$ cat src/rtl/mem_req_arbiter_pkg.sv
// mem_req_arbiter_pkg
//   Shared types for the fetch/mem request arbiter: FSM state, requester id,
//   memory request mode encodings, the latched request record and the
//   winner-selection helper.
package mem_req_arbiter_pkg;

    typedef enum logic {
        IDLE      = 1'b0,
        WAIT_RESP = 1'b1
    } arb_state_t;

    // Encoding doubles as an array index in users (fetch = 0, mem = 1).
    typedef enum logic {
        REQ_FETCH = 1'b0,
        REQ_MEM   = 1'b1
    } req_id_t;

    localparam logic MEMREQ_READ  = 1'b0;
    localparam logic MEMREQ_WRITE = 1'b1;

    typedef struct packed {
        logic        mode;
        logic [31:0] addr;
        logic [31:0] wdata;
        logic [3:0]  wstrb;
    } mem_req_t;

    // Fixed priority: mem wins whenever valid.
    // Round-robin: on a tie, the requester not granted last time wins.
    function automatic req_id_t arb_pick(input logic    fixed_prio,
                                         input logic    f_valid,
                                         input logic    m_valid,
                                         input req_id_t last_grant);
        req_id_t w;
        if (fixed_prio)
            w = m_valid ? REQ_MEM : REQ_FETCH;
        else if (f_valid && m_valid)
            w = (last_grant == REQ_FETCH) ? REQ_MEM : REQ_FETCH;
        else
            w = m_valid ? REQ_MEM : REQ_FETCH;
        return w;
    endfunction

endpackage

$ cat src/rtl/mem_req_arbiter_if.sv
// mem_req_arbiter_if
//   Request/response bundle used for both requester links and the downstream
//   link.
//   Requester link: master = requester (fetch / LSU), slave = arbiter.
//     req_en/req_mode/req_addr/req_wdata/req_wstrb : request pulse + fields
//     pending   : slot occupied
//     resp_en/resp_data : response pulse + registered read data
//     resp_err  : timeout flag (only when ARB_TIMEOUT_EN is defined)
//   Downstream link: dn_master = arbiter, dn_slave = MMU/AXI side. Only the
//     request fields and resp_en/resp_data are used there.
//   Optional macro: ARB_TIMEOUT_EN adds resp_err.
interface mem_req_arbiter_if;

    logic        req_en;
    logic        req_mode;
    logic [31:0] req_addr;
    logic [31:0] req_wdata;
    logic [3:0]  req_wstrb;
    logic        pending;
    logic        resp_en;
    logic [31:0] resp_data;
`ifdef ARB_TIMEOUT_EN
    logic        resp_err;
`endif

    modport master (
        output req_en, req_mode, req_addr, req_wdata, req_wstrb,
        input  pending, resp_en, resp_data
`ifdef ARB_TIMEOUT_EN
        , input resp_err
`endif
    );

    modport slave (
        input  req_en, req_mode, req_addr, req_wdata, req_wstrb,
        output pending, resp_en, resp_data
`ifdef ARB_TIMEOUT_EN
        , output resp_err
`endif
    );

    modport dn_master (
        output req_en, req_mode, req_addr, req_wdata, req_wstrb,
        input  resp_en, resp_data
    );

    modport dn_slave (
        input  req_en, req_mode, req_addr, req_wdata, req_wstrb,
        output resp_en, resp_data
    );

endinterface

$ cat src/rtl/mem_req_arbiter_req_slot.sv
// mem_req_arbiter_req_slot
//   One-entry request holding register. A capture pulse loads the request
//   only when the slot is empty; pulses while occupied are dropped. The slot
//   stays valid through grant and clears when its response is delivered.
//   Ports:
//     clk, rstn    : clock, synchronous active-low reset
//     cap_en_i     : request pulse from the requester
//     req_i        : request fields presented with cap_en_i
//     clr_i        : response delivered, free the slot
//     valid_o      : slot occupied
//     req_o        : latched request fields
module mem_req_arbiter_req_slot
    import mem_req_arbiter_pkg::*;
(
    input  logic     clk,
    input  logic     rstn,
    input  logic     cap_en_i,
    input  mem_req_t req_i,
    input  logic     clr_i,
    output logic     valid_o,
    output mem_req_t req_o
);

    logic     valid_q, valid_d;
    mem_req_t req_q, req_d;

    always_ff @(posedge clk) begin
        if (!rstn) begin
            valid_q <= 1'b0;
            req_q   <= '0;
        end else begin
            valid_q <= valid_d;
            req_q   <= req_d;
        end
    end

    // clr_i only fires for an occupied slot, and capture only for an empty
    // one, so the two never target the same cycle.
    always_comb begin
        valid_d = valid_q;
        req_d   = req_q;
        if (clr_i)
            valid_d = 1'b0;
        if (cap_en_i && !valid_q) begin
            valid_d = 1'b1;
            req_d   = req_i;
        end
    end

    assign valid_o = valid_q;
    assign req_o   = req_q;

endmodule

$ cat src/rtl/mem_req_arbiter.sv
// mem_req_arbiter
//   Shares one downstream memory request port between instruction fetch and
//   the load/store unit. Each requester has a one-deep slot; one downstream
//   transaction is outstanding at a time and its response is routed to the
//   requester that was granted.
//   Parameters:
//     FIXED_PRIO     : 0 = round-robin, 1 = mem always wins
//     TIMEOUT_CYCLES : WAIT_RESP watchdog limit (ARB_TIMEOUT_EN only)
//   Ports:
//     clk, rstn : clock, synchronous active-low reset
//     f_if      : fetch requester link (slave side)
//     m_if      : mem requester link (slave side)
//     d_if      : downstream MMU/AXI link (master side)
//   Optional macro: ARB_TIMEOUT_EN enables the response watchdog and the
//   resp_err flags on f_if/m_if.
module mem_req_arbiter
    import mem_req_arbiter_pkg::*;
#(
    parameter int FIXED_PRIO     = 0,
    parameter int TIMEOUT_CYCLES = 1024
) (
    input  logic                       clk,
    input  logic                       rstn,
    mem_req_arbiter_if.slave           f_if,
    mem_req_arbiter_if.slave           m_if,
    mem_req_arbiter_if.dn_master       d_if
);

    // The watchdog counter is 16 bits wide.
    if (TIMEOUT_CYCLES < 1 || TIMEOUT_CYCLES > 65535) begin : g_bad_timeout
        $error("TIMEOUT_CYCLES must be within 1..65535");
    end

    // ---------------- request slots ----------------
    logic     f_valid, m_valid;
    logic     f_clr, m_clr;
    mem_req_t f_slot, m_slot;

    mem_req_arbiter_req_slot u_f_slot (
        .clk      (clk),
        .rstn     (rstn),
        .cap_en_i (f_if.req_en),
        .req_i    ('{f_if.req_mode, f_if.req_addr, f_if.req_wdata, f_if.req_wstrb}),
        .clr_i    (f_clr),
        .valid_o  (f_valid),
        .req_o    (f_slot)
    );

    mem_req_arbiter_req_slot u_m_slot (
        .clk      (clk),
        .rstn     (rstn),
        .cap_en_i (m_if.req_en),
        .req_i    ('{m_if.req_mode, m_if.req_addr, m_if.req_wdata, m_if.req_wstrb}),
        .clr_i    (m_clr),
        .valid_o  (m_valid),
        .req_o    (m_slot)
    );

    // ---------------- arbiter state ----------------
    arb_state_t  state_q, state_d;
    req_id_t     last_grant_q, last_grant_d;
    req_id_t     grant_id_q, grant_id_d;
    mem_req_t    dreq_q, dreq_d;
    logic        dreq_en_q, dreq_en_d;
    logic        f_resp_en_q, f_resp_en_d;
    logic        m_resp_en_q, m_resp_en_d;
    logic [31:0] f_resp_data_q, f_resp_data_d;
    logic [31:0] m_resp_data_q, m_resp_data_d;
`ifdef ARB_TIMEOUT_EN
    logic [15:0] cnt_q, cnt_d;
    logic        f_err_q, f_err_d;
    logic        m_err_q, m_err_d;
    logic        done_err;
`endif

    req_id_t     winner;
    logic        done;
    logic [31:0] done_data;

    always_ff @(posedge clk) begin
        if (!rstn) begin
            state_q       <= IDLE;
            last_grant_q  <= REQ_MEM;  // fetch wins the first tie
            grant_id_q    <= REQ_FETCH;
            dreq_q        <= '0;
            dreq_en_q     <= 1'b0;
            f_resp_en_q   <= 1'b0;
            m_resp_en_q   <= 1'b0;
            f_resp_data_q <= '0;
            m_resp_data_q <= '0;
`ifdef ARB_TIMEOUT_EN
            cnt_q         <= '0;
            f_err_q       <= 1'b0;
            m_err_q       <= 1'b0;
`endif
        end else begin
            state_q       <= state_d;
            last_grant_q  <= last_grant_d;
            grant_id_q    <= grant_id_d;
            dreq_q        <= dreq_d;
            dreq_en_q     <= dreq_en_d;
            f_resp_en_q   <= f_resp_en_d;
            m_resp_en_q   <= m_resp_en_d;
            f_resp_data_q <= f_resp_data_d;
            m_resp_data_q <= m_resp_data_d;
`ifdef ARB_TIMEOUT_EN
            cnt_q         <= cnt_d;
            f_err_q       <= f_err_d;
            m_err_q       <= m_err_d;
`endif
        end
    end

    always_comb begin
        state_d       = state_q;
        last_grant_d  = last_grant_q;
        grant_id_d    = grant_id_q;
        dreq_d        = dreq_q;
        dreq_en_d     = 1'b0;
        f_resp_en_d   = 1'b0;
        m_resp_en_d   = 1'b0;
        f_resp_data_d = f_resp_data_q;
        m_resp_data_d = m_resp_data_q;
        f_clr         = 1'b0;
        m_clr         = 1'b0;
        winner        = REQ_FETCH;
        done          = 1'b0;
        done_data     = '0;
`ifdef ARB_TIMEOUT_EN
        cnt_d         = cnt_q;
        f_err_d       = 1'b0;
        m_err_d       = 1'b0;
        done_err      = 1'b0;
`endif
        case (state_q)
            IDLE: begin
                if (f_valid || m_valid) begin
                    winner       = arb_pick(FIXED_PRIO != 0, f_valid, m_valid, last_grant_q);
                    dreq_d       = (winner == REQ_MEM) ? m_slot : f_slot;
                    dreq_en_d    = 1'b1;
                    last_grant_d = winner;
                    grant_id_d   = winner;
                    state_d      = WAIT_RESP;
`ifdef ARB_TIMEOUT_EN
                    cnt_d        = '0;
`endif
                end
            end
            WAIT_RESP: begin
                if (d_if.resp_en) begin
                    done      = 1'b1;
                    done_data = d_if.resp_data;
                end
`ifdef ARB_TIMEOUT_EN
                // A real response in the same cycle takes precedence.
                else if (cnt_q == 16'(TIMEOUT_CYCLES - 1)) begin
                    done     = 1'b1;
                    done_err = 1'b1;
                end else begin
                    cnt_d = cnt_q + 16'd1;
                end
`endif
                if (done) begin
                    state_d = IDLE;
                    if (grant_id_q == REQ_MEM) begin
                        m_resp_en_d   = 1'b1;
                        m_resp_data_d = done_data;
                        m_clr         = 1'b1;
`ifdef ARB_TIMEOUT_EN
                        m_err_d       = done_err;
`endif
                    end else begin
                        f_resp_en_d   = 1'b1;
                        f_resp_data_d = done_data;
                        f_clr         = 1'b1;
`ifdef ARB_TIMEOUT_EN
                        f_err_d       = done_err;
`endif
                    end
                end
            end
            default: state_d = IDLE;
        endcase
    end

    // ---------------- outputs ----------------
    assign f_if.pending   = f_valid;
    assign f_if.resp_en   = f_resp_en_q;
    assign f_if.resp_data = f_resp_data_q;
    assign m_if.pending   = m_valid;
    assign m_if.resp_en   = m_resp_en_q;
    assign m_if.resp_data = m_resp_data_q;
`ifdef ARB_TIMEOUT_EN
    assign f_if.resp_err  = f_err_q;
    assign m_if.resp_err  = m_err_q;
`endif

    assign d_if.req_en    = dreq_en_q;
    assign d_if.req_mode  = dreq_q.mode;
    assign d_if.req_addr  = dreq_q.addr;
    assign d_if.req_wdata = dreq_q.wdata;
    assign d_if.req_wstrb = dreq_q.wstrb;

endmodule

$ cat src/flat_wrapper.sv
// flat-port wrapper written by rule: the top's interface ports become plain ports
module mem_req_arbiter_flat import mem_req_arbiter_pkg::*;
#(
    parameter int FIXED_PRIO     = 0,
    parameter int TIMEOUT_CYCLES = 1024
)
  (clk, rstn, f_if_req_en, f_if_req_mode, f_if_req_addr, f_if_req_wdata, f_if_req_wstrb, f_if_pending, f_if_resp_en, f_if_resp_data, m_if_req_en, m_if_req_mode, m_if_req_addr, m_if_req_wdata, m_if_req_wstrb, m_if_pending, m_if_resp_en, m_if_resp_data, d_if_req_en, d_if_req_mode, d_if_req_addr, d_if_req_wdata, d_if_req_wstrb, d_if_resp_en, d_if_resp_data);
  mem_req_arbiter_if f_if_i ();
  mem_req_arbiter_if m_if_i ();
  mem_req_arbiter_if d_if_i ();
  input  logic clk;
  input  logic rstn;
  input wire logic [$bits(f_if_i.req_en)-1:0] f_if_req_en;
  input wire logic [$bits(f_if_i.req_mode)-1:0] f_if_req_mode;
  input wire logic [$bits(f_if_i.req_addr)-1:0] f_if_req_addr;
  input wire logic [$bits(f_if_i.req_wdata)-1:0] f_if_req_wdata;
  input wire logic [$bits(f_if_i.req_wstrb)-1:0] f_if_req_wstrb;
  output wire logic [$bits(f_if_i.pending)-1:0] f_if_pending;
  output wire logic [$bits(f_if_i.resp_en)-1:0] f_if_resp_en;
  output wire logic [$bits(f_if_i.resp_data)-1:0] f_if_resp_data;
  input wire logic [$bits(m_if_i.req_en)-1:0] m_if_req_en;
  input wire logic [$bits(m_if_i.req_mode)-1:0] m_if_req_mode;
  input wire logic [$bits(m_if_i.req_addr)-1:0] m_if_req_addr;
  input wire logic [$bits(m_if_i.req_wdata)-1:0] m_if_req_wdata;
  input wire logic [$bits(m_if_i.req_wstrb)-1:0] m_if_req_wstrb;
  output wire logic [$bits(m_if_i.pending)-1:0] m_if_pending;
  output wire logic [$bits(m_if_i.resp_en)-1:0] m_if_resp_en;
  output wire logic [$bits(m_if_i.resp_data)-1:0] m_if_resp_data;
  output wire logic [$bits(d_if_i.req_en)-1:0] d_if_req_en;
  output wire logic [$bits(d_if_i.req_mode)-1:0] d_if_req_mode;
  output wire logic [$bits(d_if_i.req_addr)-1:0] d_if_req_addr;
  output wire logic [$bits(d_if_i.req_wdata)-1:0] d_if_req_wdata;
  output wire logic [$bits(d_if_i.req_wstrb)-1:0] d_if_req_wstrb;
  input wire logic [$bits(d_if_i.resp_en)-1:0] d_if_resp_en;
  input wire logic [$bits(d_if_i.resp_data)-1:0] d_if_resp_data;
  assign f_if_i.req_en = f_if_req_en;
  assign f_if_i.req_mode = f_if_req_mode;
  assign f_if_i.req_addr = f_if_req_addr;
  assign f_if_i.req_wdata = f_if_req_wdata;
  assign f_if_i.req_wstrb = f_if_req_wstrb;
  assign f_if_pending = f_if_i.pending;
  assign f_if_resp_en = f_if_i.resp_en;
  assign f_if_resp_data = f_if_i.resp_data;
  assign m_if_i.req_en = m_if_req_en;
  assign m_if_i.req_mode = m_if_req_mode;
  assign m_if_i.req_addr = m_if_req_addr;
  assign m_if_i.req_wdata = m_if_req_wdata;
  assign m_if_i.req_wstrb = m_if_req_wstrb;
  assign m_if_pending = m_if_i.pending;
  assign m_if_resp_en = m_if_i.resp_en;
  assign m_if_resp_data = m_if_i.resp_data;
  assign d_if_req_en = d_if_i.req_en;
  assign d_if_req_mode = d_if_i.req_mode;
  assign d_if_req_addr = d_if_i.req_addr;
  assign d_if_req_wdata = d_if_i.req_wdata;
  assign d_if_req_wstrb = d_if_i.req_wstrb;
  assign d_if_i.resp_en = d_if_resp_en;
  assign d_if_i.resp_data = d_if_resp_data;
  mem_req_arbiter #(.FIXED_PRIO(FIXED_PRIO), .TIMEOUT_CYCLES(TIMEOUT_CYCLES)) u_core (.clk(clk), .rstn(rstn), .f_if(f_if_i), .m_if(m_if_i), .d_if(d_if_i));
endmodule
$ cat config.mk
export PLATFORM = sky130hd
export DESIGN_NAME = mem_req_arbiter_flat
export DESIGN_NICKNAME = d
export VERILOG_FILES = /design/src/rtl/mem_req_arbiter_pkg.sv /design/src/rtl/mem_req_arbiter_if.sv /design/src/rtl/mem_req_arbiter_req_slot.sv /design/src/rtl/mem_req_arbiter.sv /design/src/flat_wrapper.sv
export SDC_FILE = /design/constraint.sdc
export NUM_CORES = 1
export LEC_CHECK = 0
export CORE_MARGIN = 2
export CORE_UTILIZATION = 43
export DETAILED_ROUTE_END_ITERATION = 7
export GPL_ROUTABILITY_DRIVEN = 0
export PLACE_DENSITY = 0.76
export SLEW_MARGIN = 20
export SYNTH_ARGS = -nofsm -noshare
export SYNTH_HDL_FRONTEND = slang
export SYNTH_HIERARCHICAL = 1
export SYNTH_SLANG_ARGS = --single-unit
export TNS_END_PERCENT = 20
$ cat constraint.sdc
create_clock -name clk -period 2.3 [get_ports clk]
set_clock_uncertainty 0.2 [all_clocks]
set_input_delay 0.345 -clock clk [delete_from_list [all_inputs] [get_ports clk]]
set_output_delay 0.345 -clock clk [all_outputs]
set_load 0.03 [all_outputs]
==> qor.csv, run 1 <==
stage;metric;value;unit
outcome;outcome;complete, no violations;
synth;Mean Syn Cell Area;8.54;µm²
floorplan;area of the core;0.0252;mm²
setup_path;CP bufs+invs;1;
clock_network;Reg clk slew, reported paths;60;ps
global_routing;vias in the first global route;9294;
clock_network;Root Driver;clkbuf_16;
synth;Mapped Area;0.0110;mm²
clock_network;Clock Sinks;279;
hold_path;Min-Delay Endpoint;u_core/u_m_slot/req_o[31];
setup_path;critical path cell sequence;clkdlybuf4s50_1;
global_routing;global-route wire length before repair;47300;µm
synth;flops & latches, synth;279;
synth;synth top area cells;dfxtp_1 (51%), nand2_1 (19%), mux2i_1 (13%);
hold_path;Worst Hold Class;primary input to flop;
sta;Final Hold Fails;0;
run;# Max-Cap Violations;0;
pwr;Worst VDD drop;0.488;mV
synth;Synth Area in Adders;0;
routing;Post-route DRC;0;
floorplan;Die ar.;0.0269;mm²
floorplan;Die X;164;µm
final_layout;FF/Latch Area;0.00559;mm²
routing;antenna viol nets, final;0;
placed_design;hpwl dp;20700;µm
clock_network;clock buffer depth;3;
sta;final slew viol count;0;
clock_network;CTS buffer count;29;
synth;Post-Synth XOR/XNOR Area;0;
routing;Via density;5.01;
floorplan;Die Y;164;µm
placed_design;worst slack, placed;303;ps
synth;Synth Area in Simple Gates;0.191;
routing;WL final;30400;µm
synth;unique cell type count in the Yosys netlist;26;
synth;synthesized instance count;1290;
sta;TNS Setup;0;ps
setup_path;crit end category;output pin;
setup_path;Setup crit start kind;flop;
hold_path;worst hold start;m_if_req_wdata[27];
final_layout;P&R area growth vs syn;39.1;%
setup_path;CP max stage delay;690;ps
global_routing;GRT overflow;0;
setup_path;R2R depth;4;
sta;Worst-Margin Slew;468;ps
clock_network;H-tree lvl count;1;
sta;part of the cycle the worst path needs;0.937;
sta;minimum clock period;2150;ps
final_layout;fill cell count;2177;
placed_design;IO buf count;312;
sta;Worst slew margin;0.688;
sta;fin worst setup slack;145;ps
synth;largest family of logic cells by synthesized area;simple AND/OR/NAND/NOR gates;
final_layout;footprint of the multi-input gates;0.00485;mm²
synth;sequential share of the synthesized area;0.507;
setup_path;Crit Path Category;flop to output pin;
setup_path;Reg2Reg Launch Point;u_core/u_m_slot/valid_o;
synth;area leader, netlist;dfxtp_1;
synth;Syn Nets;1465;
sta;RSZ-0062 raised after global routing;false;
setup_path;critical path data required time;1750;ps
final_layout;ratio of cells with drive above 1 in the final layout;0.0532;
sta;Setup violations, final;0;
global_routing;largest net degree at the start of global routing;89;
floorplan;Starting Density;0.437;
setup_path;Worst R2R Setup Slack;330;ps
setup_path;critical path's top delay family;buffers and inverters;
synth;post-synthesis mux area share;0.125;
setup_path;RR Endpoint;u_core/d_if.req_addr[23];
clock_network;TritonCTS clock tree;built;
floorplan;IO Pins;313;
synth;Compound-Gate Fraction of Synth Area;0.122;
routing;DRT Pass-1 Iters;5;
pwr;power density over cell area;768;mW/mm²
setup_path;slowest CP cell;clkdlybuf4s50_1;
floorplan;cell row count;58;
clock_network;Worst-Skew Late Latency;540;ps
routing;vias after detailed routing;9589;
sta;maximum clock rate;0.464;GHz
setup_path;worst-path fanout max;2;
final_layout;number of nets in the layout;1734;
global_routing;Total GRT Usage;0.217;
setup_path;Worst Path Arrival;1610;ps
routing;Avg WL per Cell;15.9;µm
hold_path;WHS Path Cells;3;
pwr;static leakage;5.79;nW
synth;top-area cell type share of the netlist area;0.507;
routing;DRT iter0 DRCs;654;
global_routing;initial antenna violation count;3;
synth;synth warn;6;
[per-layer routing]
layer	track usage	up-vias	routed length, µm
met5	0	-	0
met2	0.369	301	14200
li1	-	4784	-
met4	0.0734	0	804
met1	0.272	4452	13200
met3	0.0492	52	2160
[layout make-up]
type | count | area share
Clock buffer | 42 | 0.0545
Inverter | 5 | 0.00122
Antenna cell | 4 | 0.000653
Timing Repair Buffer | 342 | 0.232
Sequential cell | 279 | 0.365
Multi-Input combinational cell | 902 | 0.317
Tap cell | 330 | 0.0269
Clock inverter | 9 | 0.00343
[stage by stage]
step           total power, mW  instance area (µm²)   util  instances  hold slack [ps]
3_3_place_gp              7.44                14400  0.572       1857              240
2_1_floorplan             6.57                11000      -       1290              235
4_1_cts                   11.9                15300  0.608       1909              135
3_5_place_dp              7.48                14400  0.572       1857              245
6_report                  11.8                15300  0.608       1913              152
5_1_grt                   12.2                15300  0.608       1912              143
[placed cells by master, fill, tap and decap left out, types with 2 or more instances in the layout]
| master | count |
|---|---|
| clkbuf_16 | 29 |
| inv_1 | 3 |
| a21boi_1 | 56 |
| o21ai_0 | 40 |
| buf_4 | 13 |
| inv_2 | 2 |
| clkbuf_8 | 6 |
| dlygate4sd2_1 | 2 |
| diode_2 | 4 |
| clkdlybuf4s50_1 | 309 |
| dfxtp_1 | 278 |
| buf_12 | 16 |
| nand2_1 | 545 |
| inv_6 | 2 |
| o211a_1 | 2 |
| nor2b_4 | 2 |
| clkbuf_1 | 7 |
| o21ai_1 | 30 |
| a21boi_0 | 8 |
| clkinv_2 | 7 |
| mux2i_1 | 138 |
| and2_1 | 4 |
| a31oi_1 | 69 |
[worst max path at each step]
stage	startpoint	end	slack, ps	depth (start not counted)
finish	u_core/d_if.req_wdata[5]	d_if_req_wdata[5]	150	1
global route	u_core/d_if.req_wdata[28]	d_if_req_wdata[28]	90	1
CTS	u_core/d_if.req_wdata[19]	d_if_req_wdata[19]	130	1
detailed placement	f_if_req_en	u_core/u_f_slot/req_o[21]	300	5
global placement	f_if_req_en	u_core/u_f_slot/req_o[34]	350	5
floorplan	u_core/u_m_slot/valid_o	u_core/grant_id_q	660	5
[tightest hold or removal path: cells and delay by family]
family | cells | cell delay (ps)
buffers and inverters | 1 | 390
and+or+nand+nor | 1 | 60
muxes | 1 | 50
[state kept, by name (all words and copies together) (netlist names), 4 cells and up]
signal / cells
u_core/f_if.resp_data: 32
u_core/u_m_slot/req_o: 69
u_core/d_if.req_addr: 32
u_core/d_if.req_wstrb: 4
u_core/m_if.resp_data: 32
u_core/d_if.req_wdata: 32
u_core/u_f_slot/req_o: 69
[cells in the mapped netlist]
master and instances:
nand3_2 1, inv_1 3, o311a_1 1, a21boi_0 8, o21ai_0 40, clkbuf_1 24, a21boi_2 1, buf_2 57
dfxtp_1 279, buf_6 9, a21bo_1 1, o311ai_0 1, inv_2 2, a21boi_1 56, clkbuf_2 1, nor2b_1 2
nand2_1 545, buf_4 13, o22ai_1 1, mux2i_1 138, and2_1 4, nand3b_2 1, o21ai_1 30, o21ba_4 1
o211a_1 2, a31oi_1 69
[logic make-up (layout without fill, tap and decap cells)]
logic type             after synthesis  count (layout)
DFF                                279             279
buffers and inverters              109             398
muxes                              138             138
and+or+nand+nor                    553             553
other                                0               4
AOI/OAI and AO/OA                  211             211
[report_power, final]
| group | switching, mW | total (mW) | internal, mW |
|---|---|---|---|
| registers | 0.192 | 5.36 | 5.17 |
| logic | 1.09 | 2.02 | 0.926 |
| clock network | 1.88 | 4.38 | 2.50 |
| total | 3.16 | 11.8 | 8.60 |
[timing repair]
| item | CTS | global route |
|---|---|---|
| resized for setup | 3 | 0 |
| setup endpoints to repair | 2 | 0 |
| setup buffers | 0 | 0 |
| hold buffers | 1 | 0 |
| hold endpoints to repair | 19 | 0 |
Note: power is estimated with default switching activity, not from simulation.
==> inputs of run 2 (changes only) <==
--- a/config.mk
+++ b/config.mk
@@ -15,4 +15,4 @@
 export SYNTH_HDL_FRONTEND = slang
 export SYNTH_HIERARCHICAL = 1
 export SYNTH_SLANG_ARGS = --single-unit
-export TNS_END_PERCENT = 20
+export TNS_END_PERCENT = 100
==> results of run 2 <==
Final layout, timing and power as in run 1 (identical DEF).
==> inputs of run 3 (changes only) <==
--- a/config.mk
+++ b/config.mk
@@ -7,9 +7,11 @@
 export LEC_CHECK = 0
 export CORE_MARGIN = 2
 export CORE_UTILIZATION = 43
+export CTS_CLUSTER_DIAMETER = 30
 export DETAILED_ROUTE_END_ITERATION = 7
+export DONT_BUFFER_PORTS = 1
 export GPL_ROUTABILITY_DRIVEN = 0
-export PLACE_DENSITY = 0.76
+export PLACE_DENSITY = 0.61
 export SLEW_MARGIN = 20
 export SYNTH_ARGS = -nofsm -noshare
 export SYNTH_HDL_FRONTEND = slang
==> run 3 against run 2 <==
The run now fails in clock tree synthesis (4_1_cts). Area after synthesis stayed put. Synthesized cell count unchanged.
==> qor.csv, run 3 <==
stage;metric;value;unit
synth;synthesized instance count;1290;
clock_network;H-tree lvl count;3;
synth;synth warn;6;
clock_network;Root Driver;clkbuf_16;
synth;flops & latches, synth;279;
floorplan;IO Pins;313;
synth;Async S/R FF share, synth;0;
placed_design;IO buf count;0;
outcome;outcome;aborted with a tool error;
synth;Mean Syn Cell Area;8.54;µm²
outcome;Error;[ERROR RSZ-0060] Max buffer count reached.;
synth;top-count cell post-synth;nand2_1;
synth;sequential share of the synthesized area;0.507;
synth;Mapped Area;0.0110;mm²
synth;unique cell type count in the Yosys netlist;26;
synth;dominant synthesized flop cell;dfxtp_1;
synth;area leader, netlist;dfxtp_1;
floorplan;Starting Density;0.437;
clock_network;hold_buf cts;331;
clock_network;clock buffer depth;3;
clock_network;Clock Sinks;279;
synth;synth top area cells;dfxtp_1 (51%), nand2_1 (19%), mux2i_1 (13%);
synth;Post-synth top cells;nand2_1 (545), dfxtp_1 (279), mux2i_1 (138);
clock_network;CTS resizes;0;
synth;top-area cell type share of the netlist area;0.507;
clock_network;CTS buffer count;66;
floorplan;Die X;164;µm
floorplan;cell row count;58;
floorplan;Die Y;164;µm
synth;Syn Nets;1465;
placed_design;hpwl dp;16900;µm
outcome;Stopped at;clock tree synthesis (4_1_cts);
synth;Post-synth EDFFs;0;
clock_network;Post-CTS Setup Bufs;0;
run 3: logic make-up after synthesis:
| logic type | share of synthesized area |
|---|---|
| DFF | 0.507 |
| buffers and inverters | 0.0543 |
| and+or+nand+nor | 0.191 |
| muxes | 0.125 |
| AOI/OAI and AO/OA | 0.122 |
run 3: through the flow:
stage          utilization  cells  hold slack, ps  cell area, µm²  setup slack (ps)
2_1_floorplan            -   1290             235           11000               659
3_3_place_gp         0.440   1531             243           11100               525
3_5_place_dp         0.440   1531             246           11100               487
==> inputs of run 4 (changes only) <==
--- a/config.mk
+++ b/config.mk
@@ -6,12 +6,11 @@
 export NUM_CORES = 1
 export LEC_CHECK = 0
 export CORE_MARGIN = 2
-export CORE_UTILIZATION = 43
-export CTS_CLUSTER_DIAMETER = 30
+export CORE_UTILIZATION = 28
 export DETAILED_ROUTE_END_ITERATION = 7
 export DONT_BUFFER_PORTS = 1
 export GPL_ROUTABILITY_DRIVEN = 0
-export PLACE_DENSITY = 0.61
+export PLACE_DENSITY_LB_ADDON = 0.15
 export SLEW_MARGIN = 20
 export SYNTH_ARGS = -nofsm -noshare
 export SYNTH_HDL_FRONTEND = slang
==> run 4 against run 3 <==
The run again fails in clock tree synthesis (4_1_cts). Synthesized cell count stayed put. Area after synthesis stayed put.
==> qor.csv, run 4 <==
stage;metric;value;unit
outcome;outcome;aborted with a tool error;
outcome;Stopped at;clock tree synthesis (4_1_cts);
outcome;Error;[ERROR RSZ-0060] Max buffer count reached.;
placed_design;IO buf count;0;
synth;dominant synthesized flop cell;dfxtp_1;
synth;Post-synth EDFFs;0;
synth;Post-synth top cells;nand2_1 (545), dfxtp_1 (279), mux2i_1 (138);
synth;Mapped Area;0.0110;mm²
synth;top-count cell post-synth;nand2_1;
floorplan;Die Y;202;µm
synth;Mean Syn Cell Area;8.54;µm²
synth;sequential share of the synthesized area;0.507;
placed_design;hpwl dp;19800;µm
synth;synthesized instance count;1290;
synth;synth top area cells;dfxtp_1 (51%), nand2_1 (19%), mux2i_1 (13%);
synth;area leader, netlist;dfxtp_1;
floorplan;cell row count;72;
clock_network;hold_buf cts;356;
clock_network;Post-CTS Setup Bufs;0;
floorplan;Starting Density;0.284;
clock_network;clock buffer depth;3;
synth;synth warn;6;
synth;unique cell type count in the Yosys netlist;26;
clock_network;H-tree lvl count;2;
floorplan;Die X;202;µm
synth;Async S/R FF share, synth;0;
clock_network;Clock Sinks;279;
clock_network;CTS resizes;0;
synth;flops & latches, synth;279;
floorplan;IO Pins;313;
clock_network;Root Driver;clkbuf_16;
clock_network;CTS buffer count;34;
synth;Syn Nets;1465;
placed_design;worst slack, placed;287;ps
synth;top-area cell type share of the netlist area;0.507;
run 4: cell families after synthesis:
logic type / after synthesis / synth area share
buffers and inverters: 109 / 0.0543
and+or+nand+nor: 553 / 0.191
muxes: 138 / 0.125
DFF: 279 / 0.507
AOI/OAI and AO/OA: 211 / 0.122
run 4: through the flow:
stage,std cells,cell area (µm²),hold slack (ps)
after floorplan,1290,11000,235
after detailed placement,1721,11400,247
after global placement,1721,11400,243
